$ cat src/rtl/wu_pkt_receiver_pkg.sv
// -----------------------------------------------------------------------------
// wu_pkt_pkg
// Shared definitions for the wake-up packet receiver: receiver FSM states,
// scrambler tap mask and the fixed test pattern carried by every payload byte.
// -----------------------------------------------------------------------------
package wu_pkt_pkg;

    typedef enum logic [1:0] {
        ST_IDLE      = 2'd0,
        ST_WAIT_EDGE = 2'd1,
        ST_SAMPLE    = 2'd2
    } state_e;

    // History taps h0, h3, h4, h6, h7 of the self-synchronous x^8 scrambler.
    localparam logic [7:0] SCR_TAPS = 8'hD9;

    // Test pattern; bit 7 is the expected value of the first bit of each byte.
    localparam logic [7:0] PATTERN = 8'hF0;

    // XOR of the tapped history bits.
    function automatic logic tap_xor(input logic [7:0] hist);
        return ^(hist & SCR_TAPS);
    endfunction

endpackage

$ cat src/rtl/wu_pkt_receiver_if.sv
// -----------------------------------------------------------------------------
// wu_pkt_receiver_if
// Control/data bundle between the wake-up control logic (master) and the
// packet receiver (slave).
//   arm          : single-cycle start request (master -> slave)
//   rx_in        : raw comparator stream, asynchronous (master -> slave)
//   payload_bits : payload length in bits, sampled on accepted arm
//   busy         : receiver is handling a request
//   byte_data    : received byte, first bit in bit 7
//   byte_valid   : one-cycle strobe qualifying byte_data
//   pkt_done     : one-cycle pulse after the last payload bit
//   timeout      : one-cycle pulse when no sync edge arrived in time
//   err_count    : saturating count of bits differing from the test pattern
// -----------------------------------------------------------------------------
interface wu_pkt_receiver_if;

    logic        arm;
    logic        rx_in;
    logic [15:0] payload_bits;
    logic        busy;
    logic [7:0]  byte_data;
    logic        byte_valid;
    logic        pkt_done;
    logic        timeout;
    logic [15:0] err_count;

    modport master (
        output arm, rx_in, payload_bits,
        input  busy, byte_data, byte_valid, pkt_done, timeout, err_count
    );

    modport slave (
        input  arm, rx_in, payload_bits,
        output busy, byte_data, byte_valid, pkt_done, timeout, err_count
    );

endinterface

$ cat src/rtl/wu_pkt_receiver_rx_descrambler.sv
// -----------------------------------------------------------------------------
// rx_descrambler
// Self-synchronous x^8 descrambler: 8-bit history of received channel bits and
// the XOR tap network.
//   clki    : system clock
//   rst     : asynchronous active-high reset
//   i_clr   : clear history (new packet armed)
//   i_shift : accept i_bit into the history this cycle
//   i_bit   : received channel bit
//   o_bit   : descrambled bit for i_bit (combinational)
// -----------------------------------------------------------------------------
module rx_descrambler
    import wu_pkt_pkg::*;
(
    input  logic clki,
    input  logic rst,
    input  logic i_clr,
    input  logic i_shift,
    input  logic i_bit,
    output logic o_bit
);

    logic [7:0] r_hist;

    // NOTE: sequential state uses non-blocking assignments so every flop
    // samples the pre-edge values regardless of statement order.
    always_ff @(posedge clki or posedge rst) begin
        if (rst) begin
            r_hist <= '0;
        end else if (i_clr) begin
            r_hist <= '0;
        end else if (i_shift) begin
            r_hist <= {r_hist[6:0], i_bit};
        end
    end

    assign o_bit = i_bit ^ tap_xor(r_hist);

endmodule

$ cat src/rtl/wu_pkt_receiver.sv
// -----------------------------------------------------------------------------
// wu_pkt_receiver
// Receives a scrambled wake-up packet: waits for the first rising edge after
// the all-zero preamble, samples every bit at its centre from that single edge,
// descrambles, assembles MSB-first bytes and counts pattern mismatches.
// Parameters:
//   datarate_div : system clocks per data bit (even, >= 4)
//   timeout_cyc  : clocks to wait for the sync edge after arming (>= 1)
// Ports:
//   clki : system clock
//   rst  : asynchronous active-high reset
//   bus  : wu_pkt_receiver_if slave modport (see interface header)
// -----------------------------------------------------------------------------
module wu_pkt_receiver
    import wu_pkt_pkg::*;
#(
    parameter int unsigned datarate_div = 100,
    parameter int unsigned timeout_cyc  = 1000000
) (
    input  logic                 clki,
    input  logic                 rst,
    wu_pkt_receiver_if.slave     bus
);

    localparam logic [15:0] PHASE_HALF   = 16'(datarate_div / 2);
    localparam logic [15:0] PHASE_RELOAD = 16'(datarate_div - 1);
    localparam logic [31:0] WAIT_LAST    = 32'(timeout_cyc - 1);

    state_e      r_state;
    logic [2:0]  r_sync;
    logic [15:0] r_phase;
    logic [31:0] r_wait_cnt;
    logic [15:0] r_len;
    logic [15:0] r_bit_idx;
    logic [7:0]  r_shift;
    logic [7:0]  r_byte_data;
    logic        r_byte_valid;
    logic        r_pkt_done;
    logic        r_timeout;
    logic        r_busy;
    logic [15:0] r_err_count;

    logic        w_edge;
    logic        w_arm_ok;
    logic        w_sample;
    logic        w_last;
    logic        w_byte_full;
    logic        w_exp;
    logic        w_d;
    logic [7:0]  w_byte_next;
    logic [7:0]  w_byte_out;

    assign w_edge      = (r_sync[2:1] == 2'b01);
    // busy stays high one cycle past the final pulse, so it also gates arm.
    assign w_arm_ok    = bus.arm && (r_state == ST_IDLE) && !r_busy;
    assign w_sample    = (r_state == ST_SAMPLE) && (r_phase == '0);
    assign w_last      = (r_bit_idx == r_len - 16'd1);
    assign w_byte_full = (r_bit_idx[2:0] == 3'd7);
    assign w_exp       = PATTERN[3'd7 - r_bit_idx[2:0]];
    assign w_byte_next = {r_shift[6:0], w_d};

    // NOTE: combinational blocks assign every output unconditionally so no
    // latch can be inferred.
    always_comb begin
        // Left-align a partial final byte; the shift fills zeros from below
        // and drops leftovers of the previous byte off the top.
        w_byte_out = w_byte_next << (3'd7 - r_bit_idx[2:0]);
    end

    rx_descrambler u_descrambler (
        .clki    (clki),
        .rst     (rst),
        .i_clr   (w_arm_ok),
        .i_shift (w_sample),
        .i_bit   (r_sync[2]),
        .o_bit   (w_d)
    );

    always_ff @(posedge clki or posedge rst) begin
        if (rst) begin
            r_state      <= ST_IDLE;
            r_sync       <= '0;
            r_phase      <= '0;
            r_wait_cnt   <= '0;
            r_len        <= '0;
            r_bit_idx    <= '0;
            r_shift      <= '0;
            r_byte_data  <= '0;
            r_byte_valid <= 1'b0;
            r_pkt_done   <= 1'b0;
            r_timeout    <= 1'b0;
            r_busy       <= 1'b0;
            r_err_count  <= '0;
        end else begin
            r_sync       <= {r_sync[1:0], bus.rx_in};
            r_byte_valid <= 1'b0;
            r_pkt_done   <= 1'b0;
            r_timeout    <= 1'b0;

            if (r_pkt_done || r_timeout) begin
                r_busy <= 1'b0;
            end

            case (r_state)
                ST_IDLE: begin
                    if (w_arm_ok) begin
                        r_len       <= bus.payload_bits;
                        r_err_count <= '0;
                        r_bit_idx   <= '0;
                        r_wait_cnt  <= '0;
                        r_busy      <= 1'b1;
                        if (bus.payload_bits == '0) begin
                            r_pkt_done <= 1'b1;
                        end else begin
                            r_state <= ST_WAIT_EDGE;
                        end
                    end
                end

                ST_WAIT_EDGE: begin
                    // Edge takes priority over the final wait cycle.
                    if (w_edge) begin
                        r_state <= ST_SAMPLE;
                        r_phase <= PHASE_HALF;
                    end else if (r_wait_cnt == WAIT_LAST) begin
                        r_state   <= ST_IDLE;
                        r_timeout <= 1'b1;
                    end else begin
                        r_wait_cnt <= r_wait_cnt + 32'd1;
                    end
                end

                ST_SAMPLE: begin
                    if (r_phase != '0) begin
                        r_phase <= r_phase - 16'd1;
                    end else begin
                        r_phase   <= PHASE_RELOAD;
                        r_shift   <= w_byte_next;
                        r_bit_idx <= r_bit_idx + 16'd1;
                        if ((w_d != w_exp) && (r_err_count != 16'hFFFF)) begin
                            r_err_count <= r_err_count + 16'd1;
                        end
                        if (w_byte_full || w_last) begin
                            r_byte_data  <= w_byte_out;
                            r_byte_valid <= 1'b1;
                        end
                        if (w_last) begin
                            r_pkt_done <= 1'b1;
                            r_state    <= ST_IDLE;
                        end
                    end
                end

                default: r_state <= ST_IDLE;
            endcase
        end
    end

    assign bus.busy       = r_busy;
    assign bus.byte_data  = r_byte_data;
    assign bus.byte_valid = r_byte_valid;
    assign bus.pkt_done   = r_pkt_done;
    assign bus.timeout    = r_timeout;
    assign bus.err_count  = r_err_count;

endmodule

$ cat src/flat_wrapper.sv
// flat-port wrapper written by rule: the top's interface ports become plain ports
module wu_pkt_receiver_flat import wu_pkt_pkg::*;
#(
    parameter int unsigned datarate_div = 100,
    parameter int unsigned timeout_cyc  = 1000000
)
  (clki, rst, bus_arm, bus_rx_in, bus_payload_bits, bus_busy, bus_byte_data, bus_byte_valid, bus_pkt_done, bus_timeout, bus_err_count);
  wu_pkt_receiver_if bus_i ();
  input  logic clki;
  input  logic rst;
  input wire logic [$bits(bus_i.arm)-1:0] bus_arm;
  input wire logic [$bits(bus_i.rx_in)-1:0] bus_rx_in;
  input wire logic [$bits(bus_i.payload_bits)-1:0] bus_payload_bits;
  output wire logic [$bits(bus_i.busy)-1:0] bus_busy;
  output wire logic [$bits(bus_i.byte_data)-1:0] bus_byte_data;
  output wire logic [$bits(bus_i.byte_valid)-1:0] bus_byte_valid;
  output wire logic [$bits(bus_i.pkt_done)-1:0] bus_pkt_done;
  output wire logic [$bits(bus_i.timeout)-1:0] bus_timeout;
  output wire logic [$bits(bus_i.err_count)-1:0] bus_err_count;
  assign bus_i.arm = bus_arm;
  assign bus_i.rx_in = bus_rx_in;
  assign bus_i.payload_bits = bus_payload_bits;
  assign bus_busy = bus_i.busy;
  assign bus_byte_data = bus_i.byte_data;
  assign bus_byte_valid = bus_i.byte_valid;
  assign bus_pkt_done = bus_i.pkt_done;
  assign bus_timeout = bus_i.timeout;
  assign bus_err_count = bus_i.err_count;
  wu_pkt_receiver #(.datarate_div(datarate_div), .timeout_cyc(timeout_cyc)) u_core (.clki(clki), .rst(rst), .bus(bus_i));
endmodule
$ cat config.mk
export PLATFORM = sky130hd
export DESIGN_NAME = wu_pkt_receiver_flat
export DESIGN_NICKNAME = d
export VERILOG_FILES = /design/src/rtl/wu_pkt_receiver_pkg.sv /design/src/rtl/wu_pkt_receiver_if.sv /design/src/rtl/wu_pkt_receiver_rx_descrambler.sv /design/src/rtl/wu_pkt_receiver.sv /design/src/flat_wrapper.sv
export SDC_FILE = /design/constraint.sdc
export NUM_CORES = 1
export LEC_CHECK = 0
export BUFFER_PORTS_ARGS = -buffer_cell sky130_fd_sc_hd__buf_2
export CAP_MARGIN = 20
export CORE_MARGIN = 3
export CORE_UTILIZATION = 42
export DETAILED_ROUTE_END_ITERATION = 8
export PLACE_DENSITY = 0.59
export SLEW_MARGIN = 25
export SYNTH_ARGS = -nofsm -noshare
export SYNTH_HDL_FRONTEND = slang
export SYNTH_SLANG_ARGS = --single-unit
$ cat constraint.sdc
create_clock -name clki -period 9.6 [get_ports clki]
set_input_delay 1.44 -clock clki [delete_from_list [all_inputs] [get_ports clki]]
set_output_delay 1.44 -clock clki [all_outputs]
set_load 0.02 [all_outputs]
## Word level (Yosys, flattened, before mapping)

Memories as Yosys holds them, arrays and structs flattened.
Index checks and enable logic that the tools add are counted.

- Divide/modulo/power cells: 0
- Multipliers: 0
- Eq/ne operators: 17
- Shift operators: 1
- Bitwise operators: 2
- Add/sub/neg operators: 6
- Muxes and demuxes: 37
- $lt $le $gt $ge: 1
- Reduce and logical (&&, ||, !) cells: 24

Operator list:

| kind | count |
|---|---|
| 2-to-1 mux 16 bit | 6 |
| 2-to-1 mux 32 bit | 3 |
| one-hot mux 16 bit (2 select lines) | 3 |
| one-hot mux 32 bit (2 select lines) | 1 |
| adder 16 x 1 -> 16 bit, second input constant | 2 |
| adder 32 x 1 -> 32 bit, second input constant | 1 |
| equality test 32 x 20 -> 1 bit, second input constant | 1 |
| logical NOT 16 bit | 2 |
| subtractor 16 x 1 -> 16 bit, second input constant | 2 |
| equality test 16 bit | 1 |
| 2-to-1 mux 8 bit | 2 |
| inequality test 16 bit, second input constant | 1 |
| nonzero test 16 bit | 1 |
| 2-to-1 mux 1 bit | 14 |
| 2-to-1 mux 2 bit | 6 |
| inequality test 2 bit, second input constant | 6 |
| AND reduction 4 bit | 2 |
| nonzero test 2 bit | 4 |
| parity 8 bit | 1 |
| << shifter 8 x 3 -> 8 bit | 1 |
| one-hot mux 2 bit (3 select lines) | 1 |
| AND reduction 2 bit | 3 |
| AND reduction 3 bit | 2 |
| AND reduction 5 bit | 1 |
| other kinds (15) | 21 |

- Bits of input ports: 20
- Bits in registers: 128
- Bits in latches: 0
- Memories kept: 1
- Bits in writable memories: 0
- Output and inout port bits: 28
- ROM bits: 8
- Word-level logic and storage cells: 103

Memories:

| memory | depth | width | rd ports | clocked after memory_dff | write ports | RTL line | RTL |
|---|---|---|---|---|---|---|---|
| (no name shown) | 8 | 1 | 1 | 0 | 0 | wu_pkt_receiver.sv:59 | `assign w_exp = PATTERN[3'd7 - r_bit_idx[2:0]];` |

## Logic depth before layout (Yosys ltp)

Gate-level depths: netlist of run 1.

- Depth in word-level cells: 8
- Gate-level depth with buffers: 10

## Hierarchy

From an unflattened synthesis of run 1, not the netlist that was laid out.

- Cells, all modules: 751
- Area, all modules: 6,924.1 um^2

Modules (own cells, without submodules):

| module | area each (um^2) | seq. area each (um^2) | cells an instance | times used |
|---|---|---|---|---|
| wu_pkt_receiver | 6,545.0 | 3,002.9 | 720 | 1 |
| rx_descrambler | 379.1 | 200.2 | 31 | 1 |

## Worst setup path before layout of run 1

OpenSTA, ideal clock, no wires.

- Kind: input -> register
- Start: in bus_arm
- End: reg u_core.r_wait_cnt[28]
- Buffers on the path: 1
- Stages on the path: 7
- Path slack: 6.209 ns
- Data required time: 9.468 ns
- Arrival: 3.259 ns
- Library setup time: 0.132 ns
- Cell sequence: nor4b_2 -> a21oi_1 -> a2111oi_0 -> clkbuf_1 -> nand3_1 -> xor2_1 -> nor2_1

- Word-level cells in the longest chain between the ends: 4

Ends and longest elaborated chain:

| element | RTL line | RTL |
|---|---|---|
| from (decl) | flat_wrapper.sv:11 | `input wire logic [$bits(bus_i.arm)-1:0] bus_arm;` |
| logical AND 1 bit (2 in a row) | wu_pkt_receiver.sv:55 | `assign w_arm_ok = bus.arm && (r_state == ST_IDLE) && !r_busy;` |
| inequality test 2 bit (no line) | - |  |
| AND reduction 4 bit (no line) | - |  |
| to (signal assigned) | wu_pkt_receiver.sv:129 | `r_wait_cnt <= r_wait_cnt + 32'd1;` |
| to (decl) | wu_pkt_receiver.sv:32 | `logic [31:0] r_wait_cnt;` |

Every way passes these cells.
A chain may end at the register's enable or synchronous reset.

## Worst setup path in the final report of run 1

- Start: reg u_core.r_len[0]
- End: reg u_core.r_byte_data[4] (netlist: u_core.bus.byte_data[4])

- Word-level cells in the longest chain between the ends: 4

Ends and longest elaborated chain:

| element | RTL line | RTL |
|---|---|---|
| from (decl) | wu_pkt_receiver.sv:33 | `logic [15:0] r_len;` |
| from (signal assigned) | wu_pkt_receiver.sv:107 | `r_len <= bus.payload_bits;` |
| subtractor 16 x 1 -> 16 bit | wu_pkt_receiver.sv:57 | `assign w_last = (r_bit_idx == r_len - 16'd1);` |
| equality test 16 bit | wu_pkt_receiver.sv:57 |  |
| logical OR 1 bit | wu_pkt_receiver.sv:143 | `if (w_byte_full \|\| w_last) begin` |
| AND reduction 3 bit (no line) | - |  |
| to (signal assigned) | wu_pkt_receiver.sv:144 | `r_byte_data <= w_byte_out;` |
| to (decl) | wu_pkt_receiver.sv:36 | `logic [7:0] r_byte_data;` |

Every way passes these cells.

==> results of run 1 <==
-- cell type report --
cell class                      instances  area share [%]
Tap cell                              216            3.42
Clock inverter                         11            1.41
Sequential cell                       128            40.5
Inverter                               15           0.744
Clock buffer                           21            6.08
Timing Repair Buffer                   54            3.64
Multi-Input combinational cell        578            44.2
-- per-stage QoR --
| stage | setup WS [ns] | instance area, sq um | hold WS [ns] | power [uW] |
|---|---|---|---|---|
| CTS | 6.08 | 7900 | 0.362 | 2050 |
| finish | 6.12 | 7900 | 0.364 | 2040 |
| floorplan | 4.75 | 6890 | 0.331 | 1260 |
| global placement | 5.87 | 7310 | 0.344 | 1370 |
| global route | 5.95 | 7900 | 0.375 | 2170 |
| detailed placement | 5.74 | 7310 | 0.350 | 1400 |
-- path summary, 6_finish.rpt --
kind	endpoint	slack (ns)	cells past startpoint
max	u_core.bus.byte_data[4]	6.12	9
min	u_core.r_sync[1]	0.36	0
max reg2reg	u_core.bus.byte_data[4]	6.12	9
min reg2reg	u_core.r_sync[1]	0.36	0
max in group asynchronous	u_core.r_phase[2]	7.49	3
min in group asynchronous	u_core.r_wait_cnt[16]	1.08	2
-- Yosys cell counts, types with 2 or more instances --
library cell,n,area share [%]
nor3_1,23,1.7
xor2_1,37,4.7
mux4_2,3,0.98
nor4b_1,2,0.25
o41ai_1,2,0.25
buf_6,2,0.33
inv_1,15,0.82
nand2b_1,4,0.36
nand3b_1,2,0.22
dfrtp_1,128,46
mux2_2,4,0.65
a21oi_1,29,2.1
o31ai_1,2,0.22
and4_1,8,1.0
and3_2,2,0.22
clkbuf_8,2,0.40
and2_1,2,0.18
nor4_1,22,2.0
a211oi_1,3,0.33
o21ai_0,43,3.1
clkbuf_1,23,1.3
nor3b_1,3,0.33
mux2i_1,2,0.29
or2_2,5,0.45
a21o_1,3,0.33
a2111oi_0,2,0.25
ha_1,6,1.1
a31o_2,4,0.51
nand4_1,24,2.2
nor2_1,81,4.4
or3_1,9,0.82
mux2_4,8,1.7
o211ai_1,2,0.22
xnor2_1,34,4.3
o22ai_1,2,0.18
and3_1,7,0.64
nand2_1,132,7.2
nand3_1,36,2.6
buf_1,3,0.16
nor2b_1,6,0.54
nor4b_2,2,0.44
-- flip-flops by register name (all words and copies together), names as in the netlist, 7 cells and up --
register,flops
u_core.bus.byte_data,8
u_core.bus.err_count,16
u_core.r_bit_idx,16
u_core.r_len,16
u_core.r_phase,16
u_core.r_shift,7
u_core.r_wait_cnt,32
u_core.u_descrambler.r_hist,8
-- metal layers --
metal  track usage (%)  up-vias  share of wire (%)
met1              23.7     2744                 47
met4              5.15        0                1.2
met2              31.2       87                 49
li1                  -     2714                  -
met5                 0        -                  0
met3              4.61       18                3.2
-- power groups by stage --
stage	logic, uW	clock network (uW)	registers [uW]
2_1_floorplan	525	0	732
3_3_place_gp	582	0	791
3_5_place_dp	600	0	796
4_1_cts	606	653	789
5_1_grt	676	677	813
6_report	601	640	794
-- cells by family after synthesis --
| family | count (synthesis) |
|---|---|
| xor+xnor | 72 |
| flops | 128 |
| buf+inv | 47 |
| mux | 17 |
| simple gates | 379 |
| compound gates | 104 |
| fa+ha+maj | 6 |
-- layout by cell type, fill, tap and decap left out, drive strengths merged, types with 4 or more instances in the layout --
master	instances
and3	9
nor3b	4
nor3	23
nor2	81
inv	15
or3	10
a21oi	30
a21o	4
nor4	22
and4	8
xnor2	34
dfrtp	128
nor2b	6
or2	5
nand2b	4
nand3	37
nand2	132
mux2	12
xor2	37
o21ai	44
ha	6
clkinv	8
clkbuf	21
nand4	24
buf	54
nor4b	4
a31o	4
==> impl_metrics.csv, run 1 <==
group,metric,value,unit
floorplan,dieArea,18000,sq um
final_layout,area_delta_synth_final,14.7,%
cts,cts_made_buffers,17,
power,irDropWorstVdd,0.000162,V
global_routing,track_usage,18.5,%
worst_setup_path,crit_chain,"inv_1 > ha_1 > or4b_4 > or3_1 > a32oi_1 > a21oi_4 > nor4_1 > a41o_1 > mux2_4",
run,drv_cap,0,
synthesis,synthFlopType,"dfrtp_1",
cts,cts_hold_buf,0,
global_routing,antenna_found_initial,0,
drt,drc,0,
power,power_per_cell_area,258,nW/um^2
sta,slew_headroom,35.1,%
place,hpwl,10800,um
synthesis,ys_types,65,
sta,maxSlewViolCount,0,
power,clockPowerShare,31.5,%
synthesis,yosysSeqAreaShare,46.5,%
floorplan,rows,46,
drt,wl_per_cell,15.6,um
worst_hold_path,hold_path_class,"reg2reg",
synthesis,yosys.area_share.adder,1.09,%
synthesis,syn-num-nets,779,
worst_setup_path,worst_setup_path_end_kind,"register",
drt,wl,15900,um
power,switchingPower,739,uW
synthesis,synth-compound-area-share,9.34,%
power,power_frac_seq,39.0,%
synthesis,synth_edf_count,0,
cts,clkTransAtPathRegs,0.06,ns
worst_setup_path,crit_type,"reg2reg",
synthesis,ys_seq_elements,128,
floorplan,fp.dieH,134,um
worst_setup_path,path_max_fanout,8,
drt,ant_nets,0,
sta,fin_skew,0.00643,ns
synthesis,synth_mux_area_share,3.67,%
worst_setup_path,critPathArrivalTime,3.78,ns
worst_setup_path,slowest_stage,"a41o_1",
final_layout,diodes,0,
place,place_congestion,0.831,
drt,drtIter0Drc,373,
global_routing,grt_pass1_vias,5459,
drt,dr.pass1.iters,5,
floorplan,initial_utilization,43.2,%
drt,num_vias,5563,
power,combPwrFrac,29.5,%
final_layout,multiInputGateArea,3490,sq um
place,numPortBuffers,47,
sta,post-route-period-util,36.2,%
outcome,status,"finished, final reports clean",
worst_setup_path,cp-startpoint,"u_core.r_len[0]",
final_layout,fin_cells,1023,
worst_setup_path,worstPathRequired,9.90,ns
synthesis,yosysWarnings,0,
cts,post_cts_resize_count,0,
global_routing,grt_pass1_wl,27000,um
cts,h-tree-depth,4,
global_routing,grt_overflow,0,
cts,clock-sinks,128,
synthesis,synth_top_family_by_area,"simple AND/OR/NAND/NOR gates",
synthesis,async_reset_ff_share,100,%
final_layout,drive_gt1_share,15.6,%
cts,insertion_delay,0.42,ns
synthesis,syn_area_per_cell,9.15,sq um
global_routing,grt_max_degree,89,
cts,ctsRootBufferMaster,"clkbuf_16",
worst_setup_path,rr_startpoint,"u_core.r_len[0]",
worst_hold_path,min_from,"u_core.r_sync[0]",
cts,post-cts-setup-buffers,0,
power,p_sw_share,36.3,%
worst_setup_path,max_stage_delay,0.57,ns
floorplan,coreArea,15900,sq um
sta,fmax,288,MHz
place,dp.cells,991,
sta,tns,0,ns
synthesis,syn_inst,753,
synthesis,synth_simple_gate_area_share,26.9,%
power,p_int,1300,uW
power,power_leakage,0.00358,uW
floorplan,die_w,134,um
sta,setup-violations-final,0,
synthesis,yosys.area_share.xor_xnor,9.35,%
sta,hold_violations,0,
drt,via_per_inst,5.44,
sta,grt_setup_unrepaired,"no",
worst_setup_path,path_buf_inv,1,
sta,finalCriticalPeriod,3.48,ns
cts,cts_buffer_depth,2,
synthesis,mappedNetlistArea,6890,sq um
final_layout,final_nets,820,
worst_setup_path,worstSetupStartpointType,"register",
final_layout,layout.area.seq,3200,sq um
worst_setup_path,cp_top_family,"simple AND/OR/NAND/NOR gates",
sta,worstMarginPinSlew,0.974,ns
floorplan,io_pins,48,
final_layout,fillers,1488,
final_layout,fin_util,49.6,%
cts,cts_tree,"built",
(Power assumes the default switching activity.)
==> run 2: changes to the inputs <==
--- a/config.mk
+++ b/config.mk
@@ -5,6 +5,7 @@
 export SDC_FILE = /design/constraint.sdc
 export NUM_CORES = 1
 export LEC_CHECK = 0
+export ABC_AREA = 1
 export BUFFER_PORTS_ARGS = -buffer_cell sky130_fd_sc_hd__buf_2
 export CAP_MARGIN = 20
 export CORE_MARGIN = 3
==> constraint.sdc (replaced) <==
create_clock -name clki -period 3.5 [get_ports clki]
set_input_delay 0.525 -clock clki [delete_from_list [all_inputs] [get_ports clki]]
set_output_delay 0.525 -clock clki [all_outputs]
set_load 0.02 [all_outputs]
==> impl_metrics.csv, run 2 <==
group,metric,value,unit
outcome,status,"finished, final reports clean",
synthesis,ys_types,45,
synthesis,yosysSeqAreaShare,40.6,%
final_layout,largest_register,"u_core.r_wait_cnt",
final_layout,final_nets,1152,
synthesis,yosysWarnings,0,
place,hpwl,13900,um
global_routing,grt_pass1_wl,32700,um
sta,maxSlewViolCount,0,
cts,ctsRootBufferMaster,"clkbuf_16",
sta,fin_skew,0.00648,ns
floorplan,fp.dieH,143,um
sta,grt_setup_unrepaired,"no",
floorplan,io_pins,48,
synthesis,yosysTopAreaCellShare,40.6,%
power,power_per_cell_area,679,nW/um^2
worst_hold_path,whs_path_depth,1,
cts,post_cts_resize_count,0,
cts,cts_tree,"built",
synthesis,syn_inst,1083,
synthesis,synth_top_family_by_area,"simple AND/OR/NAND/NOR gates",
cts,post-cts-setup-buffers,0,
power,irDropWorstVdd,0.000349,V
sta,hold_violations,0,
final_layout,fillers,1807,
synthesis,synth_edf_count,0,
drt,wl,19200,um
worst_setup_path,critPathArrivalTime,2.84,ns
worst_setup_path,worstPathRequired,3.86,ns
sta,setup-violations-final,0,
place,numPortBuffers,47,
worst_setup_path,crit_type,"reg2reg",
cts,insertion_delay,0.42,ns
synthesis,ys_seq_elements,128,
drt,drc,0,
power,clockPowerShare,29.9,%
synthesis,synth.area.top_cells,"dfrtp_1 (41%), nand2_1 (16%), xor2_1 (6.3%)",
final_layout,largest_register_ffs,32,
global_routing,grt_max_degree,129,
synthesis,yosysMostFrequentCell,"nand2_1",
sta,post-route-period-util,70.8,%
cts,cts_buffer_depth,2,
sta,worstMarginPinSlew,0.701,ns
power,power_frac_seq,36.3,%
power,power_leakage,0.00414,uW
worst_setup_path,worstSetupStartpointType,"register",
cts,cts_made_buffers,17,
global_routing,antenna_found_initial,0,
worst_setup_path,r2r_cells,14,
drt,via_per_inst,5.02,
power,p_sw_share,39.6,%
worst_setup_path,path_max_fanout,12,
synthesis,synth.largest_area_cell,"dfrtp_1",
run,drv_cap,0,
cts,clock-sinks,128,
cts,cts_hold_buf,0,
sta,fmax,404,MHz
final_layout,final_common_cell,"nand2_1",
final_layout,final_cell_mix,"nand2_1 (336), dfrtp_1 (128), nor2_1 (114)",
synthesis,synthTopCellsByCount,"nand2_1 (336), dfrtp_1 (128), nor2_1 (114)",
synthesis,synthFlopType,"dfrtp_1",
drt,drtIter0Drc,446,
synthesis,yosys.area_share.adder,0.951,%
cts,h-tree-depth,4,
drt,num_vias,6867,
final_layout,layout.area.seq,3200,sq um
floorplan,rows,49,
cts,clkTransAtPathRegs,0.06,ns
floorplan,initial_utilization,43.4,%
sta,finalCriticalPeriod,2.48,ns
global_routing,track_usage,19.8,%
worst_setup_path,worst_setup_path_end_kind,"register",
synthesis,yosys.area_share.xor_xnor,8.19,%
final_layout,diodes,0,
power,switchingPower,2410,uW
sta,slew_headroom,53.2,%
synthesis,synth-compound-area-share,6.67,%
synthesis,syn_area_per_cell,7.29,sq um
worst_hold_path,hold_path_class,"in2reg",
synthesis,mappedNetlistArea,7890,sq um
power,combPwrFrac,33.9,%
drt,dr.pass1.iters,4,
drt,ant_nets,0,
global_routing,grt_pass1_vias,6508,
synthesis,async_reset_ff_share,100,%
sta,hold_slack,0.223,ns
final_layout,area_delta_synth_final,13.2,%
synthesis,syn-num-nets,1109,
floorplan,dieArea,20500,sq um
final_layout,multiInputGateArea,4150,sq um
global_routing,grt_overflow,0,
floorplan,die_w,143,um
final_layout,drive_gt1_share,11.6,%
synthesis,synth_mux_area_share,0,%
sta,tns,0,ns
drt,wl_per_cell,14.0,um
place,place_congestion,0.941,
floorplan,coreArea,18200,sq um
power,p_int,3660,uW
synthesis,synth_simple_gate_area_share,36.7,%
## run 2: cell type report
type                    count  area share [%]
multi-input cells         820            46.4
well taps                 229            3.21
repair buffers             53            3.28
clock buffers              18            4.91
flip-flops and latches    128            35.8
inverters                 106            4.49
clock inverters            14            1.85
## run 2: path summary, 6_finish.rpt
check / from / slack, ns / to
max: u_core.r_phase[0] / 1.02 / u_core.bus.byte_data[0]
min: bus_rx_in / 0.22 / u_core.r_sync[0]
max reg2reg: u_core.r_phase[0] / 1.02 / u_core.bus.byte_data[0]
min reg2reg: u_core.r_sync[0] / 0.35 / u_core.r_sync[1]
max in group asynchronous: rst / 2.68 / u_core.bus.err_count[6]
min in group asynchronous: rst / 0.28 / u_core.r_wait_cnt[31]
## run 2: kinds of logic (layout without fill, tap and decap cells)
| logic type | after synthesis | after routing |
|---|---|---|
| AND/OR/NAND/NOR | 647 | 647 |
| buffers and inverters | 135 | 191 |
| flip-flops | 128 | 128 |
| AO/OA/AOI/OAI | 94 | 94 |
| XOR/XNOR | 73 | 73 |
| adder cells (fa/ha/maj) | 6 | 6 |
## run 2: metrics by stage
| stage | instances | power (uW) | instance area, sq um | worst slack (ns) | utilization [%] |
|---|---|---|---|---|---|
| 2_1_floorplan | 1083 | 3750 | 7900 | 1.39 | - |
| 3_3_place_gp | 1336 | 4250 | 8330 | 1.03 | 45.8 |
| 3_5_place_dp | 1336 | 4270 | 8330 | 1.05 | 45.8 |
| 4_1_cts | 1368 | 6120 | 8940 | 1.03 | 49.1 |
| 5_1_grt | 1368 | 6540 | 8940 | 0.817 | 49.1 |
| 6_report | 1368 | 6070 | 8940 | 1.02 | 49.1 |
## run 2: power groups by stage
stage | Sequential [uW] | Clock [uW] | Combinational [uW]
after floorplan | 2170 | 0 | 1590
after global placement | 2220 | 0 | 2030
after detailed placement | 2210 | 0 | 2060
after CTS | 2200 | 1850 | 2060
after global routing | 2250 | 1930 | 2360
final | 2200 | 1810 | 2060
## run 2: critical path, stage by stage, from the launching register on
cell,delay [ns]
dfrtp_1,0.36
inv_1,0.10
ha_1,0.21
nand3_2,0.16
nor2_4,0.14
inv_2,0.04
nor2_1,0.12
nand2_1,0.08
nor2_2,0.17
nand3_1,0.17
inv_1,0.43
nand2_1,0.15
nor2_1,0.15
nand2_1,0.07
nand2_1,0.07
## run 2: routing by layer
metal	vias up	share of wire (%)	track usage, %
met5	-	0	0
met4	0	1.2	5.20
met3	19	3.1	4.32
met2	104	42	28.3
met1	3165	54	30.2
li1	3579	-	-
